<file path="src/rtl/par2ser_lanes_pkg.sv">
// -----------------------------------------------------------------------------
// par2ser_lanes_pkg
// Shared helpers for the parallel-to-serial lane converter.
//   calc_cnt_w   : width of a slice counter for a given word/lane ratio,
//                  never narrower than one bit.
//   cur_action_e : what happens to the active shift slot on a clock edge.
// -----------------------------------------------------------------------------
package par2ser_lanes_pkg;

   function automatic int calc_cnt_w(input int ratio);
      return (ratio > 1) ? $clog2(ratio) : 1;
   endfunction

   typedef enum logic [1:0] {
      SLOT_HOLD      = 2'd0,
      SLOT_LOAD_DIN  = 2'd1,
      SLOT_LOAD_PEND = 2'd2,
      SLOT_DRAIN     = 2'd3
   } cur_action_e;

endpackage

</file>
<file path="src/rtl/par2ser_lanes_counter.sv">
// -----------------------------------------------------------------------------
// par2ser_lanes_counter
// Modulo-MODULUS up counter with enable; wraps to 0 after MODULUS-1.
// With MODULUS=1 the count is held at 0 and wrap is always high.
// Ports:
//   clk   - rising-edge clock
//   rst_n - asynchronous active-low reset, clears the count
//   en    - advance the count this cycle
//   cnt   - current count
//   wrap  - count is at its terminal value MODULUS-1
// -----------------------------------------------------------------------------
module par2ser_lanes_counter
   import par2ser_lanes_pkg::*;
#(
   parameter int MODULUS = 4,
   parameter int WIDTH   = calc_cnt_w(MODULUS)
) (
   input  logic             clk,
   input  logic             rst_n,
   input  logic             en,
   output logic [WIDTH-1:0] cnt,
   output logic             wrap
);

   logic [WIDTH-1:0] cnt_q;
   logic [WIDTH-1:0] cnt_d;

   assign wrap = (cnt_q == WIDTH'(MODULUS - 1));
   assign cnt  = cnt_q;

   // Advance on enable, folding back to zero at the terminal value.
   always_comb begin
      cnt_d = cnt_q;
      if (en) begin
         cnt_d = wrap ? '0 : cnt_q + WIDTH'(1);
      end
   end

   always_ff @(posedge clk or negedge rst_n) begin
      if (!rst_n) begin
         cnt_q <= '0;
      end else begin
         cnt_q <= cnt_d;
      end
   end

endmodule

</file>
<file path="src/rtl/par2ser_lanes.sv">
// -----------------------------------------------------------------------------
// par2ser_lanes
// Splits IN_WIDTH-bit words into RATIO = IN_WIDTH/OUT_WIDTH slices of
// OUT_WIDTH bits, one slice per downstream handshake, LSB or MSB slice first.
// Two word slots (active + pending) let the next word stream out with no
// bubble, while din_rdy comes straight from a flop.
// Ports:
//   clk       - rising-edge clock
//   rst_n     - asynchronous active-low reset
//   din       - parallel word from upstream
//   din_vld   - din is valid
//   din_rdy   - block can take din this cycle (registered)
//   dout      - current output slice
//   dout_vld  - dout is valid
//   dout_last - dout is the final slice of its word
//   dout_rdy  - downstream takes dout this cycle
// -----------------------------------------------------------------------------
module par2ser_lanes
   import par2ser_lanes_pkg::*;
#(
   parameter int IN_WIDTH  = 8,
   parameter int OUT_WIDTH = 1,
   parameter int LSB_FIRST = 1
) (
   input  logic                 clk,
   input  logic                 rst_n,
   input  logic [IN_WIDTH-1:0]  din,
   input  logic                 din_vld,
   output logic                 din_rdy,
   output logic [OUT_WIDTH-1:0] dout,
   output logic                 dout_vld,
   output logic                 dout_last,
   input  logic                 dout_rdy
);

   localparam int RATIO = IN_WIDTH / OUT_WIDTH;
   localparam int CNT_W = calc_cnt_w(RATIO);

   if ((IN_WIDTH % OUT_WIDTH) != 0) begin : g_width_check
      $error("par2ser_lanes: IN_WIDTH must be a multiple of OUT_WIDTH");
   end

   logic [IN_WIDTH-1:0] cur_q;
   logic [IN_WIDTH-1:0] cur_d;
   logic                cur_vld_q;
   logic                cur_vld_d;
   logic [IN_WIDTH-1:0] pend_q;
   logic [IN_WIDTH-1:0] pend_d;
   logic                pend_vld_q;
   logic                pend_vld_d;

   logic                wr;
   logic                rd;
   logic [CNT_W-1:0]    cnt;
   logic                cnt_wrap;
   logic [CNT_W-1:0]    slice_idx;
   int                  slice_off;
   cur_action_e         cur_action;

   assign din_rdy   = ~pend_vld_q;
   assign dout_vld  = cur_vld_q;
   assign dout_last = cur_vld_q & cnt_wrap;
   assign wr        = din_vld & din_rdy;
   assign rd        = cur_vld_q & dout_rdy;

   par2ser_lanes_counter #(
      .MODULUS (RATIO),
      .WIDTH   (CNT_W)
   ) counter (
      .clk   (clk),
      .rst_n (rst_n),
      .en    (rd),
      .cnt   (cnt),
      .wrap  (cnt_wrap)
   );

   // MSB-first walks the slices from the top down.
   always_comb begin
      slice_idx = cnt;
      if (LSB_FIRST == 0) begin
         slice_idx = CNT_W'(RATIO - 1) - cnt;
      end
      slice_off = int'(slice_idx) * OUT_WIDTH;
      dout      = cur_q[slice_off +: OUT_WIDTH];
   end

   // Decide the fate of both slots. A finishing word hands over to the
   // pending word first; only with pend empty can din land straight in cur.
   // pend is never full while cur is empty, so a wr with cur idle always
   // goes to cur.
   always_comb begin
      cur_action = SLOT_HOLD;
      pend_d     = pend_q;
      pend_vld_d = pend_vld_q;
      if (rd && dout_last) begin
         if (pend_vld_q) begin
            cur_action = SLOT_LOAD_PEND;
            pend_vld_d = 1'b0;
         end else if (wr) begin
            cur_action = SLOT_LOAD_DIN;
         end else begin
            cur_action = SLOT_DRAIN;
         end
      end else if (wr) begin
         if (!cur_vld_q) begin
            cur_action = SLOT_LOAD_DIN;
         end else begin
            pend_d     = din;
            pend_vld_d = 1'b1;
         end
      end
   end

   always_comb begin
      cur_d     = cur_q;
      cur_vld_d = cur_vld_q;
      case (cur_action)
         SLOT_LOAD_DIN: begin
            cur_d     = din;
            cur_vld_d = 1'b1;
         end
         SLOT_LOAD_PEND: begin
            cur_d     = pend_q;
            cur_vld_d = 1'b1;
         end
         SLOT_DRAIN: begin
            cur_vld_d = 1'b0;
         end
         default: begin
            cur_d     = cur_q;
            cur_vld_d = cur_vld_q;
         end
      endcase
   end

   always_ff @(posedge clk or negedge rst_n) begin
      if (!rst_n) begin
         cur_q      <= '0;
         cur_vld_q  <= 1'b0;
         pend_q     <= '0;
         pend_vld_q <= 1'b0;
      end else begin
         cur_q      <= cur_d;
         cur_vld_q  <= cur_vld_d;
         pend_q     <= pend_d;
         pend_vld_q <= pend_vld_d;
      end
   end

endmodule

</file>
<file path="config.mk">
export PLATFORM = sky130hd
export DESIGN_NAME = par2ser_lanes
export DESIGN_NICKNAME = d
export VERILOG_FILES = /design/src/rtl/par2ser_lanes_pkg.sv /design/src/rtl/par2ser_lanes_counter.sv /design/src/rtl/par2ser_lanes.sv
export SDC_FILE = /design/constraint.sdc
export NUM_CORES = 1
export LEC_CHECK = 0
export CORE_MARGIN = 4
export CORE_UTILIZATION = 45
export DETAILED_ROUTE_END_ITERATION = 8
export PLACE_DENSITY = 0.73
export SLEW_MARGIN = 20
export SYNTH_ARGS = -nofsm -noshare
export SYNTH_HDL_FRONTEND = slang
export SYNTH_HIERARCHICAL = 1
export SYNTH_SLANG_ARGS = --single-unit
</file>
<file path="constraint.sdc">
create_clock -name clk -period 4.5 [get_ports clk]
set_input_delay 0.9 -clock clk [delete_from_list [all_inputs] [get_ports clk]]
set_output_delay 0.9 -clock clk [all_outputs]
set_load 0.03 [all_outputs]
</file>
Word-level counts from Yosys, hierarchy flattened --
Index checks and enable logic that the tools add are counted.
Word-level totals: input bits 12, logic and storage cells 35, output and inout port bits 4, bits in registers 21
Cells by class: add/subtract/negate cells 1, shift-type cells 1, reduce and logical (&&, ||, !) cells 8, bitwise operators 5, multiplexer cells 11, equality and inequality tests 4
Operators by type and width (count):
- $pmux W8 S2 | 1
- $reduce_bool A2 Y1 | 4
- $shiftx A8 B4 Y1 | 1
- $mux W2 | 3
- $mux W1 | 5
- $eq A2 B2 Y1 const B | 2
- $add A3 B1 Y3 const B | 1
- $and A1 B1 Y1 | 3
- $eq A3 B3 Y1 const B | 1
- $mux W3 | 1
- $reduce_and A3 Y1 | 1
- $eq A2 B1 Y1 const B | 1
- $not A1 Y1 | 2
- $pmux W1 S2 | 1
- $reduce_and A2 Y1 | 1
- $reduce_or A2 Y1 | 1
- $logic_and A1 B1 Y1 | 1

Logic depth before layout (Yosys ltp) --
Gate-level depths: netlist (run 1).
depth in word-level cells 8, gate-level depth with buffers 9, mapped depth without buffers 7

Hierarchy --
Netlist (run 1), hierarchy kept.
Modules (own cells, without submodules):
- par2ser_lanes | cells an instance 72, instances 1, area an instance 877.1 µm², sequential area each 450.4 µm²
- par2ser_lanes_counter | cells an instance 9, instances 1, area an instance 137.6 µm², sequential area each 75.1 µm²

Worst setup path after synthesis (run 1) --
OpenSTA, ideal clock, no wires.
path type input port to flip-flop, start input port dout_rdy, end register cur_q[5], setup time 0.077 ns, arrival time 2.083 ns, buffers on the path 2, stages on the path 7, slack 2.340 ns, data required time 4.423 ns, cell sequence and3_1 -> o21ai_0 -> ha_1 -> buf_1 -> clkbuf_1 -> nor2_1 -> a21oi_1
On the way: cells in the longest elaborated chain, start to end 5, elaborated cells on any way between the ends 7, those cells by class eq/ne: 2; mux: 2; bitwise: 1; reduce/logical: 2
RTL lines:
- from (decl) | line par2ser_lanes.sv:33 | input logic dout_rdy
- $and A1 B1 Y1 (*) | line par2ser_lanes.sv:64 | assign rd = cur_vld_q & dout_rdy;
- $logic_and A1 B1 Y1 (*) | line par2ser_lanes.sv:95 | if (rd && dout_last) begin
- $mux W2 (*) | line par2ser_lanes.sv:95
- $eq A2 B2 Y1 or $eq A2 B1 Y1 (tied branches) | line par2ser_lanes.sv:117 | case (cur_action)
- $pmux W8 S2 or $reduce_bool A2 Y1 (tied branches)
- to (signal assigned) | line par2ser_lanes.sv:143 | cur_q <= cur_d;
- to (decl) | line par2ser_lanes.sv:43 | logic [IN_WIDTH-1:0] cur_q;
Every way passes the cells marked *; elsewhere a longest branch is shown, timed or not. A chain may end at the register's enable or synchronous reset.

Final worst setup path (run 1) --
start register counter.cnt_q[1] (netlist: counter/cnt[1]), end output port dout
On the way: cells in the longest elaborated chain, start to end 1
RTL lines:
- from (decl) | line par2ser_lanes_counter.sv:25 | logic [WIDTH-1:0] cnt_q;
- from (signal assigned) | line par2ser_lanes_counter.sv:43 | cnt_q <= cnt_d;
- $shiftx A8 B4 Y1 | line par2ser_lanes.sv:84 | dout = cur_q[slice_off +: OUT_WIDTH];
- to (decl) | line par2ser_lanes.sv:30 | output logic [OUT_WIDTH-1:0] dout,
No other way between the ends.

==> metrics, run 1 <==
status=completed; Hold-fix buffers, CTS=0; worst hold path type=reg -> reg; Final Cycle Share=66.7%; WS Path Type=reg -> out; yosys warns=6; most common cell in the netlist=dfrtp_1; CTS clock-pin slew for the worst setup and hold paths=0.11 ns; reg-to-reg endpoint=cur_q[1]$_DFFE_PN0P_; Max-Cap Viols=0; CTS root buf=clkbuf_4; final setup fails=0; Pint=between 200 and 250 uW; Synth area leaders=dfrtp_1 52%, mux2_2 11%, mux2i_1 8.9%; GR Util met1=16.2%; Synth Area in Adders=under 10%; Die Area=3080 um2; GPL Wtd Cong=0.773; Crit Reg-Reg Startpoint=counter/cnt[1]$_DFFE_PN0P_; core area=2040 um2; post-synth top area cell=dfrtp_1; area fraction of the dominant cell type after synthesis=~52%; required time worst endpoint=3.60 ns; clock power share=30.1%; Logic pwr share=5.8%; Compound-Gate Fraction of Synth Area=under 10%; Lkg Pwr=0.000618 uW; io pins=16; drt first pass iters=4; Max-slew headroom=39.5%; register area share after synthesis=between 50% and 60%; Post-synth EDFFs=0; hold slack=about 0.5 ns; Critical Path Start=counter/cnt[1]$_DFFE_PN0P_; final hold vios=0; CP Launch Type=flip-flop; Yosys reg bits=21; Net Switching=61.4 uW; Post-CTS Resized=0; IR Drop Worst-Case VDD=0.187 mV; Max H-tree Level=1; Fmax=0.333 GHz; All-Layer GR Usage=about 12%; Commonest cells post-synth=21 x dfrtp_1, 10 x mux2_2, 10 x nor2_1; diode count=0; cell row count=16; die height=~55 um; Vias/cell=5.37; max incr delay on CP=0.59 ns; Clock Skew=0.00106 ns; pin count of the biggest net entering global routing=22; CTS tree=built; area delta synth->final=19.2%; Slowest-stage cell, CP=clkdlybuf4s50_1; nets=around 110; Post-CTS Setup Bufs=0; Critical Path, Cell by Cell=mux4_2 -> mux2_2 -> clkdlybuf4s50_1; total negative slack=0 ns; cell count after synthesis=81; cell family with the largest share of critical-path delay=multiplexers; post-DP HPWL=1260 um; pwr dens=243 nW/um2; Worst-Margin Slew=approximately 0.9 ns; xor/xnor share of the synthesized area=0%; top_reg_cell synth=dfrtp_1; busiest metal layer after global routing=met2; Avg Inst Size Synth=12.5 um2; Post-synth ARST share=100%; largest family of logic cells by synthesized area=multiplexers; first-pass GRT wire length=a little under 3000 um; CP Data Arrival Time=between 2 and 2.5 ns; Worst R2R Path Depth=7; Final ANT Viol Nets=0; M2 GR Usage=18.6%; clk buf depth=2; WL final=1660 um; initial antenna violation count=0; hold path start=pend_q[5]$_DFFE_PN0P_; share of cells above drive strength 1=18.6%; Flop pwr share=about 64%; Synthesized Nets=96; RSZ-0062 raised after global routing=no; max-slew violations=0; Switching Fraction=20.8%; minimum clock period=3.00 ns; Post-Syn Area=between 1000 and 1500 um2; worst-path maximum fanout=4; Synth cell types=20; mux cell area share after synthesis=26.6%; Setup crit end=dout; CTS Buf Count=3; WP buf/inv=1; worst skew pair latency=about 0.30 ns; Die W=approximately 55 um; WP depth=3; number of global-route vias before repair=654; vias=~670; Crit. End Element=output pin; Reg2Reg Setup Slack=2.42 ns; # clock sinks=21; Port Buf Inserts=15; met3 Use GR=3.26%; initial core utilization=just under 50%; drt first-iter violations=11; grt total ovfl=0; drt drc=0; Post-Synth Simple-Gate Area=10.2%; wire length per cell=around 13 um
==> layer usage <==
layer | wire, um | share of wire [%]
met1 | 773 | 46
met2 | 763 | 46
met3 | 106 | 6.4
met4 | 22 | 1.3
met5 | 0 | 0
==> state kept, by name, indices dropped and copies added, names as in the netlist <==
register and flops:
cur_q 8, pend_vld_q 1, dout_vld 1, pend_q 8
counter/cnt 3
==> power groups by stage <==
stage	Sequential, uW	Clock [uW]	Combinational, uW
finish	189	88.6	17.1
global route	189	102	19.1
CTS	189	93.5	17.6
detailed placement	192	0	17.4
global placement	192	0	17.1
floorplan	192	0	2.44
==> logic make-up after synthesis <==
family | count (synthesis)
AO/OA/AOI/OAI | 11
multiplexers | 23
adder cells (fa/ha/maj) | 3
AND/OR/NAND/NOR | 18
flip-flops | 21
buffers and inverters | 5
==> worst min-delay path by stage <==
stage                     cells after the start                     to  slack [ns]
after floorplan                               1  pend_q[5]$_DFFE_PN0P_        0.46
after global placement                        1  pend_q[5]$_DFFE_PN0P_        0.47
after detailed placement                      1  pend_q[5]$_DFFE_PN0P_        0.48
after CTS                                     1  pend_q[5]$_DFFE_PN0P_        0.51
after global routing                          1  pend_q[5]$_DFFE_PN0P_        0.53
final                                         1  pend_q[5]$_DFFE_PN0P_        0.50
==> cell usage in the layout (no fill, tap or decap) <==
| cell | count |
|---|---|
| dfrtp_1 | 21 |
| o21ai_0 | 2 |
| mux4_2 | 2 |
| and2_1 | 2 |
| nor4_1 | 1 |
| clkdlybuf4s50_1 | 15 |
| a21oi_1 | 9 |
| ha_1 | 3 |
| nand4_2 | 1 |
| and3_1 | 1 |
| mux2_1 | 2 |
| nand2_1 | 1 |
| clkbuf_1 | 1 |
| nor3b_4 | 1 |
| mux2i_1 | 9 |
| inv_1 | 2 |
| mux2_2 | 10 |
| nor2_1 | 10 |
| clkbuf_4 | 3 |
| nand2_2 | 1 |
==> cell type report <==
class	count	area (um2)
well taps	27	33.8
inverters	2	7.51
clock buffers	4	26.3
multi-input cells	55	467
repair buffers	15	150
fillers	177	832
flip-flops and latches	21	526
==> through the flow <==
step                      setup WS, ns  util (%)  cell area (um2)  power (uW)  instances
final                             1.50      59.3             1210         294        124
after global routing              1.39      59.3             1210         309        124
after global placement            1.84      58.0             1180         209        120
after floorplan                   2.34         -             1010         195         81
after CTS                         1.48      59.3             1210         300        124
after detailed placement          1.83      58.0             1180         210        120
Power figures use the tool's default switching activity.
==> run 2: changes to the inputs <==
--- a/config.mk
+++ b/config.mk
@@ -8,7 +8,7 @@
 export CORE_MARGIN = 4
 export CORE_UTILIZATION = 45
 export DETAILED_ROUTE_END_ITERATION = 8
-export PLACE_DENSITY = 0.73
+export PLACE_DENSITY = 0.75
 export SLEW_MARGIN = 20
 export SYNTH_ARGS = -nofsm -noshare
 export SYNTH_HDL_FRONTEND = slang
==> constraint.sdc (replaced) <==
create_clock -name clk -period 2.6 [get_ports clk]
set_input_delay 0.52 -clock clk [delete_from_list [all_inputs] [get_ports clk]]
set_output_delay 0.52 -clock clk [all_outputs]
set_load 0.03 [all_outputs]
==> metrics, run 2 (same netlist as run 1, synthesis figures left out) <==
Clock Skew=0.00945 ns; WS Path Type=reg -> out; Vias/cell=5.34; # clock sinks=21; Switching Fraction=22.2%; hold slack=0.501 ns; drt drc=0; pwr dens=423 nW/um2; CP Data Arrival Time=around 1.9 ns; area post-placement=~1200 um2; Met3 Wirelength=61 um; worst skew pair latency=approximately 0.31 ns; grt total ovfl=0; Max-slew headroom=68.8%; Highest Signal Layer=met4; Die Area=around 3100 um2; GPL Wtd Cong=between 0.7 and 0.8; initial antenna violation count=0; final setup fails=0; CTS tree=built; Crit. End Element=output pin; most frequent cells in the layout=21 x dfrtp_1, 13 x clkdlybuf4s50_1, 10 x mux2_2, 10 x nor2_1; io pins=16; die height=55.5 um; Port Buf Inserts=15; total negative slack=0 ns; Reg2Reg Setup Slack=0.52 ns; pin count of the biggest net entering global routing=22; All-Layer GR Usage=11.7%; IR Drop Worst-Case VDD=around 0.30 mV; vias=668; nets=114; Flop pwr share=63.2%; drt first pass iters=4; worst-path maximum fanout=4; Max H-tree Level=1; design area=roughly 1200 um2; post-DP HPWL=1240 um; clock power share=30.8%; Final ANT Viol Nets=0; Die W=55.5 um; commonest non-fill, non-tap cell in the layout=dfrtp_1; Worst-Margin Slew=around 0.47 ns; share of cells above drive strength 1=about a fifth; Pint=402 uW; WL final=1690 um; overall power=516 uW; number of global-route vias before repair=651; CP Launch Type=flip-flop; minimum clock period=between 2 and 2.5 ns; wire length per cell=around 14 um; required time worst endpoint=2.08 ns; Logic pwr share=5.9%; core area=2040 um2; Fmax=between 0.4 and 0.5 GHz; CTS clock-pin slew for the worst setup and hold paths=0.11 ns; worst hold path type=reg -> reg; Lkg Pwr=0.000649 uW; CTS Buf Count=3; Max-Cap Viols=0; reg-to-reg endpoint=cur_q[5]$_DFFE_PN0P_; Worst R2R Path Depth=7; final hold vios=0; worst min-delay path endpoint=pend_q[5]$_DFFE_PN0P_; cell row count=16; Crit Reg-Reg Startpoint=counter/cnt[1]$_DFFE_PN0P_; status=completed; max-slew violations=0; CTS root buf=clkbuf_4; hold path start=pend_q[5]$_DFFE_PN0P_; RSZ-0062 raised after global routing=no; worst hold stages=1; area delta synth->final=20.2%; number of fill cells=approximately 200; diode count=0; first-pass GRT wire length=2890 um; metal2 WL=773 um; clk buf depth=2; M1 wire length=841 um; final core occ=59.7%; Net Switching=around 110 uW; drt first-iter violations=10; initial core utilization=between 40% and 50%; Final Cycle Share=between 90% and 100%
run 2: cell count changes in the layout (fill, tap and decap cells not counted):
cell             previous run  this run
clkdlybuf4s50_1            15        13
clkbuf_1                    1         0
clkinv_2                    0         1
dlymetal6s2s_1              0         1
buf_4                       0         1
dlygate4sd2_1               0         1
run 2: power by group through the flow:
stage | Clock, uW | Combinational (uW) | Sequential, uW
6_report | 159 | 30.6 | 327
5_1_grt | 177 | 33.7 | 327
4_1_cts | 164 | 31.4 | 327
3_5_place_dp | 0 | 31.3 | 333
3_3_place_gp | 0 | 30.8 | 333
2_1_floorplan | 0 | 4.22 | 333
run 2: critical path: stages (launching register included):
cell,delay (ns)
dfrtp_1,0.45
mux4_2,0.52
mux2_2,0.27
dlygate4sd2_1,0.35
run 2: through the flow:
stage,cells,setup WS (ns)
floorplan,81,0.556
global placement,121,0.326
detailed placement,121,0.289
CTS,125,0.0907
global route,125,0.103
finish,125,0.194
run 2: what timing repair did:
action / 4_1_cts / 5_1_grt
buffers inserted: 0 / 0
hold buffers: 0 / 0
setup endpoints to repair: 1 / 1
gates resized for setup: 1 / 1
run 2: layer usage:
| metal | vias up | track usage, % |
|---|---|---|
| met2 | 10 | 18.4 |
| met4 | 0 | 5.21 |
| met3 | 2 | 2.80 |
| met1 | 333 | 15.3 |
| met5 | - | 0 |
| li1 | 323 | - |
run 2: area by class of cell:
class                   instances  area, um2  area share (%)
multi-input cells              55        467            38.3
inverters                       2       7.51           0.615
well taps                      27       33.8            2.77
clock buffers                   3       22.5            1.85
repair buffers                 16        159            13.0
clock inverters                 1       5.00           0.410
flip-flops and latches         21        526            43.1
run 2: worst max-delay path by stage:
stage,startpoint,end,slack [ns]
global route,counter/cnt[1]$_DFFE_PN0P_,dout,0.10
CTS,counter/cnt[1]$_DFFE_PN0P_,dout_last,0.09
finish,counter/cnt[1]$_DFFE_PN0P_,dout,0.19
global placement,counter/cnt[1]$_DFFE_PN0P_,dout,0.33
floorplan,counter/cnt[1]$_DFFE_PN0P_,cur_q[5]$_DFFE_PN0P_,0.56
detailed placement,counter/cnt[1]$_DFFE_PN0P_,dout,0.29
==> run 3: changes to the inputs <==
--- a/config.mk
+++ b/config.mk
@@ -6,9 +6,9 @@
 export NUM_CORES = 1
 export LEC_CHECK = 0
 export CORE_MARGIN = 4
-export CORE_UTILIZATION = 45
+export CORE_UTILIZATION = 43
 export DETAILED_ROUTE_END_ITERATION = 8
-export PLACE_DENSITY = 0.75
+export PLACE_DENSITY = 0.73
 export SLEW_MARGIN = 20
 export SYNTH_ARGS = -nofsm -noshare
 export SYNTH_HDL_FRONTEND = slang
==> metrics, run 3 (same netlist as run 1, synthesis figures left out) <==
status=completed; WL final=~1800 um; Flop pwr share=63.4%; die height=56.6 um; core area=2230 um2; CTS tree=built; storage element area=526 um2; Hold-fix buffers, CTS=0; minimum clock period=2.49 ns; pwr dens=423 nW/um2; Worst-Margin Slew=0.478 ns; overall power=515 uW; clock power share=30.6%; Final Cycle Share=95.6%; worst hold path type=reg -> reg; pin count of the biggest net entering global routing=22; Max-slew headroom=68.1%; commonest non-fill, non-tap cell in the layout=dfrtp_1; most frequent cells in the layout=21 x dfrtp_1, 14 x clkdlybuf4s50_1, 10 x mux2_2, 10 x nor2_1; CP Launch Type=flip-flop; Clock Skew=between 0.005 and 0.006 ns; CTS clock-pin slew for the worst setup and hold paths=0.11 ns; initial antenna violation count=0; nets=around 110; io pins=16; area delta synth->final=20.0%; worst skew pair latency=0.31 ns; final hold vios=0; post-DP HPWL=between 1000 and 1500 um; Multi-input gate area=467 um2; cell row count=17; # clock sinks=21; share of cells above drive strength 1=19.4%; Vias/cell=5.29; clk buf depth=2; Die Area=3200 um2; first-pass GRT wire length=3190 um; CP Data Arrival Time=1.97 ns; Final ANT Viol Nets=0; worst-path maximum fanout=5; RSZ-0062 raised after global routing=no; Logic pwr share=6.0%; number of global-route vias before repair=701; Lkg Pwr=0.000627 uW; Port Buf Inserts=15; Reg2Reg Setup Slack=0.54 ns; drt drc=0; IR Drop Worst-Case VDD=0.277 mV; wire length per cell=14.4 um; drt first-iter violations=7; number of fill cells=between 200 and 250; required time worst endpoint=2.08 ns; Pint=404 uW; All-Layer GR Usage=a little over an eighth; drt first pass iters=4; diode count=0; CTS root buf=clkbuf_4; final setup fails=0; Max H-tree Level=1; Post-CTS Setup Bufs=0; initial core utilization=a little under half; Max-Cap Viols=0; CTS Buf Count=3; Die W=56.6 um; total negative slack=0 ns; GPL Wtd Cong=0.800; Net Switching=110 uW; WS Path Type=reg -> out; Crit. End Element=output pin; grt total ovfl=0; Fmax=0.402 GHz; Post-CTS Resized=1; Switching Fraction=a little over a fifth; max-slew violations=0; vias=667
## run 3: metrics by stage
step | hold slack (ns) | worst slack [ns] | cells | utilization, % | instance area, um2
2_1_floorplan | 0.224 | 0.556 | 81 | - | 1010
3_3_place_gp | 0.467 | 0.321 | 122 | 53.4 | 1190
3_5_place_dp | 0.492 | 0.296 | 122 | 53.4 | 1190
4_1_cts | 0.518 | 0.0984 | 126 | 54.5 | 1220
5_1_grt | 0.532 | 0.0202 | 126 | 54.5 | 1220
6_report | 0.507 | 0.115 | 126 | 54.5 | 1220
## run 3: final cells by class
class                   instances  area share [%]
flip-flops and latches         21            43.2
multi-input cells              55            38.3
repair buffers                 16            12.8
well taps                      28            2.88
clock buffers                   4            2.16
inverters                       2           0.617
## run 3: power groups by stage
stage	Combinational [uW]	Clock, uW	Sequential (uW)
4_1_cts	31.5	166	326
5_1_grt	34.4	184	327
6_report	30.9	157	326
2_1_floorplan	4.22	0	333
3_5_place_dp	31.3	0	333
3_3_place_gp	30.8	0	333
## run 3: routing by layer
metal  GRT usage (%)  vias to the layer above  part of all wire (%)
li1                -                      319                     -
met1            16.5                      327                    44
met2            20.6                       16                    48
met3            3.22                        5                   5.8
met4            9.15                        0                   2.9
met5               0                        -                     0
## run 3: path summary, 6_finish.rpt
check                                           start                          to  cells past startpoint
max                        counter/cnt[1]$_DFFE_PN0P_                   dout_last                      4
min                             pend_q[6]$_DFFE_PN0P_       pend_q[6]$_DFFE_PN0P_                      1
max reg2reg                counter/cnt[1]$_DFFE_PN0P_        cur_q[3]$_DFFE_PN0P_                      7
min reg2reg                     pend_q[6]$_DFFE_PN0P_       pend_q[6]$_DFFE_PN0P_                      1
max in group asynchronous                       rst_n       pend_q[6]$_DFFE_PN0P_                      2
min in group asynchronous                       rst_n  counter/cnt[0]$_DFFE_PN0P_                      2
## run 3: critical path: stages, from the launching register on
cell	delay, ns
dfrtp_1	0.44
ha_1	0.18
ha_1	0.23
and2_1	0.15
clkdlybuf4s50_1	0.66
